$ cat src/rtl/clk_reset_pkg.sv
// rtl/clk_reset_pkg.sv - shared state encoding, counter widths and tolerance helper
package clk_reset_pkg;

    typedef enum logic [1:0] {WAIT_LOCK, STABLE, RELEASE, RUN} state_t;

    localparam int EDGE_W = 16;

    // Bits needed for a counter that runs 0..n-1.
    function automatic int cnt_w(input int n);
        return (n <= 2) ? 1 : $clog2(n);
    endfunction

    // |cnt - expected| > tol, evaluated in EDGE_W+1-bit signed arithmetic.
    function automatic logic out_of_tol(input logic [EDGE_W-1:0] cnt,
                                        input int expected, input int tol);
        logic signed [EDGE_W:0] dev;
        logic signed [EDGE_W:0] mag;
        dev = $signed({1'b0, cnt}) - (EDGE_W+1)'(expected);
        mag = dev[EDGE_W] ? -dev : dev;
        return mag > (EDGE_W+1)'(tol);
    endfunction

endpackage

$ cat src/rtl/sync_2ff.sv
// rtl/sync_2ff.sv - two-flop synchronizer for a single asynchronous bit
module sync_2ff (
    input  logic clk,
    input  logic reset,
    input  logic d,
    output logic q
);

    logic meta;

    always_ff @(posedge clk) begin
        if (reset) begin
            meta <= 1'b0;
            q    <= 1'b0;
        end else begin
            meta <= d;
            q    <= meta;
        end
    end

endmodule

$ cat src/rtl/clk_reset_seq.sv
// rtl/clk_reset_seq.sv - lock-qualified staged reset release plus monitored-clock frequency check
module clk_reset_seq
    import clk_reset_pkg::*;
#(
    parameter int LOCK_STABLE_CYCLES = 1024,
    parameter int STAGE_GAP          = 16,
    parameter int NUM_STAGES         = 3,
    parameter int WIN_CYCLES         = 4096,
    parameter int EXP_EDGES          = 1638,
    parameter int TOL                = 16
) (
    input  logic                  clk,
    input  logic                  reset,
    input  logic                  pll_locked,
    input  logic                  mon_toggle,
    output logic [NUM_STAGES-1:0] rst_out,
    output logic                  all_ready,
    output logic [7:0]            lock_loss_cnt,
    output logic [15:0]           freq_count,
    output logic                  freq_valid,
    output logic                  freq_err
);

    localparam int STAB_W = cnt_w(LOCK_STABLE_CYCLES);
    localparam int GAP_W  = cnt_w(STAGE_GAP);
    localparam int WIN_W  = cnt_w(WIN_CYCLES);

    logic lock_s;
    logic tog_s;

    sync_2ff u_sync_lock (.clk(clk), .reset(reset), .d(pll_locked), .q(lock_s));
    sync_2ff u_sync_tog  (.clk(clk), .reset(reset), .d(mon_toggle), .q(tog_s));

    state_t             state;
    logic [STAB_W-1:0]  stable_cnt;
    logic [GAP_W-1:0]   gap_cnt;

    // rst_out is all ones outside RELEASE/RUN, so a left shift always frees the next stage.
    always_ff @(posedge clk) begin
        if (reset) begin
            state         <= WAIT_LOCK;
            rst_out       <= '1;
            all_ready     <= 1'b0;
            lock_loss_cnt <= '0;
            stable_cnt    <= '0;
            gap_cnt       <= '0;
        end else if (state != WAIT_LOCK && !lock_s) begin
            state      <= WAIT_LOCK;
            rst_out    <= '1;
            all_ready  <= 1'b0;
            stable_cnt <= '0;
            gap_cnt    <= '0;
            if (lock_loss_cnt != 8'hFF)
                lock_loss_cnt <= lock_loss_cnt + 8'd1;
        end else begin
            case (state)
                WAIT_LOCK: begin
                    rst_out   <= '1;
                    all_ready <= 1'b0;
                    gap_cnt   <= '0;
                    if (lock_s) begin
                        if (LOCK_STABLE_CYCLES <= 1) begin
                            state   <= RELEASE;
                            rst_out <= rst_out << 1;
                        end else begin
                            state      <= STABLE;
                            stable_cnt <= STAB_W'(1);
                        end
                    end
                end
                STABLE: begin
                    if (stable_cnt == STAB_W'(LOCK_STABLE_CYCLES - 1)) begin
                        state   <= RELEASE;
                        rst_out <= rst_out << 1;
                        gap_cnt <= '0;
                    end else begin
                        stable_cnt <= stable_cnt + STAB_W'(1);
                    end
                end
                RELEASE: begin
                    if (rst_out == '0) begin
                        state     <= RUN;
                        all_ready <= 1'b1;
                    end else if (gap_cnt == GAP_W'(STAGE_GAP - 1)) begin
                        rst_out <= rst_out << 1;
                        gap_cnt <= '0;
                    end else begin
                        gap_cnt <= gap_cnt + GAP_W'(1);
                    end
                end
                RUN: begin
                    rst_out   <= '0;
                    all_ready <= 1'b1;
                end
                default: begin
                    state   <= WAIT_LOCK;
                    rst_out <= '1;
                end
            endcase
        end
    end

    logic              tog_prev;
    logic [WIN_W-1:0]  win_cnt;
    logic [EDGE_W-1:0] edge_cnt;
    logic [EDGE_W-1:0] edge_next;

    always_comb begin
        edge_next = edge_cnt;
        if ((tog_s ^ tog_prev) && edge_cnt != '1)
            edge_next = edge_cnt + EDGE_W'(1);
    end

    // The window's final cycle contributes its own edge before the count is published.
    always_ff @(posedge clk) begin
        if (reset) begin
            tog_prev   <= 1'b0;
            win_cnt    <= '0;
            edge_cnt   <= '0;
            freq_count <= '0;
            freq_valid <= 1'b0;
            freq_err   <= 1'b0;
        end else begin
            tog_prev <= tog_s;
            if (win_cnt == WIN_W'(WIN_CYCLES - 1)) begin
                win_cnt    <= '0;
                edge_cnt   <= '0;
                freq_count <= edge_next;
                freq_valid <= 1'b1;
                freq_err   <= out_of_tol(edge_next, EXP_EDGES, TOL);
            end else begin
                win_cnt    <= win_cnt + WIN_W'(1);
                edge_cnt   <= edge_next;
                freq_valid <= 1'b0;
            end
        end
    end

endmodule

$ cat config.mk
export PLATFORM = sky130hd
export DESIGN_NAME = clk_reset_seq
export DESIGN_NICKNAME = d
export VERILOG_FILES = /design/src/rtl/clk_reset_pkg.sv /design/src/rtl/sync_2ff.sv /design/src/rtl/clk_reset_seq.sv
export SDC_FILE = /design/constraint.sdc
export NUM_CORES = 1
export LEC_CHECK = 0
export CAP_MARGIN = 30
export CORE_MARGIN = 2
export CORE_UTILIZATION = 42
export DETAILED_ROUTE_END_ITERATION = 7
export GPL_TIMING_DRIVEN = 0
export PLACE_DENSITY = 0.63
export REMOVE_ABC_BUFFERS = 1
export SLEW_MARGIN = 20
export SYNTH_ARGS = -nofsm -noshare
export SYNTH_HDL_FRONTEND = slang
export SYNTH_SLANG_ARGS = --single-unit
$ cat constraint.sdc
create_clock -name clk -period 4.2 [get_ports clk]
set_clock_uncertainty 0.2 [all_clocks]
set_input_delay 0.42 -clock clk [delete_from_list [all_inputs] [get_ports clk]]
set_output_delay 0.42 -clock clk [all_outputs]
set_load 0.02 [all_outputs]
[Yosys cells after proc, flatten, opt, wreduce, memory -nomap -nowiden]
Index checks and enable logic that the tools add are counted.
Word-level totals
  register bits: 79
  latch bits: 0
  RAM bits: 0
  memory bits (read-only): 0
  output and inout port bits: 30
  word-level logic and storage cells: 76
  memories: 0
Operators by class
  add/sub/neg operators: 7
  multipliers: 0
  div/mod/pow operators: 0
  order comparisons: 1
  equality and inequality tests: 14
  shift-type cells: 0
  mux-type cells: 20
  bitwise operators: 1
  reductions and logical operators: 17
Operator list (count)
  $mux 10: 2
  $pmux 10 s2: 1
  $gt 17x6->1 const B: 1
  $mux 17: 1
  $neg 17->17: 1
  $sub 16x11->17 const B: 1
  $add 16x1->16 const B: 1
  $mux 16: 1
  $ne 16x16->1 const B: 1
  $add 12x1->12 const B: 1
  $eq 12x12->1 const B: 1
  $mux 4: 3
  $pmux 3 s4: 1
  $pmux 4 s3: 1
  $add 10x1->10 const B: 1
  $eq 10x10->1 const B: 1
  $ne 2x2->1 const B: 5
  $mux 3: 3
  $reduce_and 3->1: 3
  $add 8x1->8 const B: 1
  $ne 8x8->1 const B: 1
  $mux 2: 3
  $pmux 2 s3: 1
  $reduce_bool 3->1: 2
  other kinds (16): 22

[Depth between registers and ports, before layout]
  word-level depth: 7
  mapped depth: 16
  gate-level depth less buffers: 16

[Modules after synthesis]
A second synthesis with hierarchy kept.
Unflattened totals
  cells, all modules: 507
  area, all modules: 4232.8 um^2
Modules (own cells, without submodules)
  clk_reset_seq: instances 1, cells each 499, area each 4127.7 um^2
  sync_2ff: instances 2, cells each 4, area each 52.6 um^2

[Worst setup path before layout]
OpenSTA, ideal clock, no wires.
  path kind: reg-to-reg
  from: register edge_cnt[0]
  to: register freq_err
  setup time: 0.124 ns
  arrival time: 3.819 ns
  required time: 3.876 ns
  path slack: 0.057 ns
  stages on the path, launching flop included: 17
  path buffers: 0
  cell sequence: dfxtp_1 -> ha_1 -> nand3_1 -> nor3_2 -> a21oi_1 -> mux2i_2 -> inv_1 -> ha_1 -> or3_1 -> a41o_1 -> o211ai_1 -> xor2_1 -> nand3_2 -> or3_1 -> a21o_1 -> a21oi_1 -> a21oi_1
On the way
  cells in the longest elaborated chain, start to end: 7
  elaborated cells on any way between the ends: 8
RTL lines
  start: declaration: RTL line clk_reset_seq.sv:105  | logic [EDGE_W-1:0] edge_cnt;
  start signal: assignment: RTL line clk_reset_seq.sv:133  | edge_cnt <= edge_next;
  parallel branches: the longest is 2 deep, another holds $add 16x1->16
  $mux 16 (*): RTL line clk_reset_seq.sv:110  | if ((tog_s ^ tog_prev) && edge_cnt != '1)
  named net edge_next[1]: RTL line clk_reset_seq.sv:106  | logic [EDGE_W-1:0] edge_next;
  $sub 16x11->17 (*): RTL line clk_reset_pkg.sv:18  | dev = $signed({1'b0, cnt}) - (EDGE_W+1)'(expected);
  $neg 17->17: RTL line clk_reset_pkg.sv:19  | mag = dev[EDGE_W] ? -dev : dev;
  $mux 17 (*): RTL line clk_reset_pkg.sv:19
  $gt 17x6->1 (*): RTL line clk_reset_pkg.sv:20  | return mag > (EDGE_W+1)'(tol);
  end signal: assignment: RTL line clk_reset_seq.sv:130  | freq_err <= out_of_tol(edge_next, EXP_EDGES, TOL);
  end: declaration: RTL line clk_reset_seq.sv:21  | output logic freq_err
Mark *: on every way through the listed nets, which the timed path passes.
A chain may end at the register's enable or synchronous reset.

[Final worst setup path]
Same ends and word-level chain as after synthesis.

==> reports/qor.txt <==
Outcome -> finished clean
Crit path max-delay family -> simple AND/OR/NAND/NOR gates
Post-synth cell types -> 65
Finished Cell Area -> 5040 um^2
First-pass GRT wire length -> 16800 um
Vias in the first global route -> 3606
Number of I/O pins -> 34
CTS tree -> done
CP Class -> reg -> reg
Yosys reg bits -> 79
DR DRC count -> 0
Tightest Pin Transition -> 0.801 ns
Row count -> 36
Synth area leader -> dfxtp_1
H-tree Lvls -> 3
Final nets -> 579
Most common cell after layout, fill and taps aside -> nor2_1
Worst slew margin -> 46.2%
Gpl congestion -> 0.872
Crit path arrival time -> 3.95 ns
ANT cells -> 0
Count of flip-flops with a built-in enable after synthesis -> 0
Mean post-synth cell area -> 8.11 um^2
Max-cap check violation count -> 0
Initial Util -> 43.5%
Setup TNS -> 0 ns
Power Total -> 1.65 mW
Drt pass-1 iters -> 5
Ys Warns -> 0
CP max stage delay -> 0.51 ns
CP endpoint kind -> register
Global Route Usage Sum -> 18.6%
Worst-path cell chain -> ha_2 -> nand3_2 -> nor3_4 -> a21oi_4 -> mux2i_2 -> inv_2 -> ha_4 -> or3_1 -> a41o_1 -> o211ai_1 -> nor2b_4 -> xnor2_2 -> nor3_1 -> or4b_1 -> o32ai_1 -> a21oi_1
HP Start -> u_sync_lock.meta
Final period util -> 92.9%
Clk sink count -> 79
Crit path max-delay cell type -> or4b_1
CP required -> 4.24 ns
Most frequent cells in the layout -> nor2_1 (81), dfxtp_1 (72), nand2_1 (51), a21oi_1 (39), clkdlybuf4s50_1 (32)
Max Fclk -> 256 MHz
Final std cells w/o fill -> 701
Clk slew on worst S/H paths -> 0.08 ns
Placed cells -> 678
IO buf count -> 33
Pwr per Cell Area -> 327 nW/um^2
Final Slew Violations -> 0
Post-DP HPWL -> 6960 um
GRT overflow -> 0
Final Util -> 51.1%
CP Max Fanout -> 8
Final WL -> 9760 um
Vias after detailed routing -> 3821
Wirelength per Cell -> 13.9 um
Flop-to-flop setup slack -> 0.30 ns
Largest net degree at the start of global routing -> 39
Max IR drop VDD -> 0.254 mV
Hold depth -> 1
Synth-to-Final Area Change -> 17.4%
Synth top area share -> 36.9%
Leakage -> 1.77 nW
Final Setup Violations -> 0
Post-place setup slack -> -0.581 ns
Worst r2r dst -> freq_err
Hold buffers post-CTS -> 0
Async set-reset flop share out of synthesis -> 0%
Mapped cell area -> 4290 um^2
Die X -> 105 um
Fraction of layout cells with a size suffix above 1 -> 10.9%
Via density -> 5.45
Initial antenna violation count -> 0
R2R Path Start -> edge_cnt[0]
Die Y -> 105 um
Register area share after synthesis -> 36.9%
Clk buf depth -> 2
Area of the core -> 9860 um^2
CP Buf/Inv Count -> 1
Minimum clock period -> 3.90 ns
Post-route ant nets -> 0
Filler instances -> 946
Syn Inst Count -> 529
CP startpoint kind -> register
Post-placement cell area -> 4710 um^2
Ys flop type -> dfxtp_1
Worst setup margin -> 0.296 ns
Clock Latency Late Sink -> 0.35 ns
Die area -> 11000 um^2
Hold Slack -> 0.245 ns
Largest cells by area after synthesis -> dfxtp_1 (37%), nor2_1 (7.2%), xor2_1 (4.9%), a21oi_1 (4.7%), nand2_1 (4.5%)
WHS Endpoint -> u_sync_lock.q
Root Driver -> clkbuf_8
Iter 0 DRT Violations -> 155
Reg2Reg Depth -> 16
Worst min path class -> reg -> reg
Cts bufs inserted -> 9
Final Hold Fails -> 0
-- state kept, by name, summed over array words and instances, names as in the netlist --
register	cells
freq_valid	1
lock_loss_cnt	8
rst_out	3
state	2
u_sync_tog.q	1
u_sync_lock.meta	1
win_cnt	12
u_sync_tog.meta	1
u_sync_lock.q	1
all_ready	1
gap_cnt	4
edge_cnt	16
tog_prev	1
freq_count	16
stable_cnt	10
freq_err	1
-- cells by family after synthesis --
group | share of synthesized area, %
adders and majority gates | 3.50
buffers and inverters | 2.95
xor gates and xnor gates | 8.14
DFF | 36.9
and+or+nand+nor | 30.9
AOI/OAI and AO/OA | 15.7
muxes | 2.01
-- final cells by class --
cell class / count / area (um^2) / share of cell area [%]
inverter: 10 / 37.5 / 0.745
timing repair buffer: 41 / 397 / 7.87
clock buffer: 12 / 155 / 3.08
tap: 133 / 166 / 3.30
clock inverter: 4 / 30.0 / 0.596
multi-input combinational: 422 / 2660 / 52.7
sequential: 79 / 1600 / 31.7
-- synthesized netlist by cell type (3+ instances only) --
library cell,instances
nor3_1,10
nand4_1,11
a211o_1,4
nand3b_1,3
xor2_1,24
buf_2,5
or3_1,10
mux2i_1,5
a211oi_1,4
nor2_1,82
or2_2,3
o21a_1,7
nand4b_1,4
ha_1,12
nand3_1,27
dfxtp_1,79
and3_1,13
a21oi_1,40
nor4_1,6
clkbuf_1,9
nand2b_1,9
nor2b_1,16
xnor2_1,14
inv_1,10
a31oi_1,3
nand2_1,51
o21ai_0,17
and2_1,4
-- worst reg2reg max path: stages, from the launching register on --
cell and delay, ns:
dfxtp_4 0.39, ha_2 0.22, nand3_2 0.13, nor3_4 0.22, a21oi_4 0.12, mux2i_2 0.26
inv_2 0.09, ha_4 0.18, or3_1 0.36, a41o_1 0.24, o211ai_1 0.20, nor2b_4 0.25
xnor2_2 0.13, nor3_1 0.06, or4b_1 0.51, o32ai_1 0.14, a21oi_1 0.10
-- power breakdown --
group,internal [mW],total (mW),switching [mW]
registers,0.782,0.818,0.0365
logic,0.124,0.300,0.176
clock network,0.247,0.527,0.280
total,1.15,1.65,0.492
-- routing by layer --
layer / vias to the layer above / part of all wire [%] / GRT usage, %
li1: 1927 / - / -
met1: 1795 / 49 / 25.2
met2: 89 / 45 / 28.4
met3: 10 / 4.4 / 5.12
met4: 0 / 1.1 / 6.19
met5: - / 0 / 0
-- repair_timing --
item | CTS | global route
setup endpoints to repair | 1 | 1
buffers inserted | 5 | 1
pin swaps | 2 | 1
gates cloned | 0 | 0
endpoints found under the hold margin | 0 | 0
gates resized for setup | 8 | 17
-- worst max-delay path by stage --
stage	start	endpoint	slack [ns]	cells past startpoint
2_1_floorplan	edge_cnt[0]	freq_err	0.06	16
3_3_place_gp	edge_cnt[0]	freq_err	-0.49	16
3_5_place_dp	edge_cnt[0]	freq_err	-0.58	16
4_1_cts	edge_cnt[1]	freq_err	0.01	16
5_1_grt	edge_cnt[0]	freq_err	-0.005	16
6_report	edge_cnt[0]	freq_err	0.30	16
(Power assumes the default switching activity.)
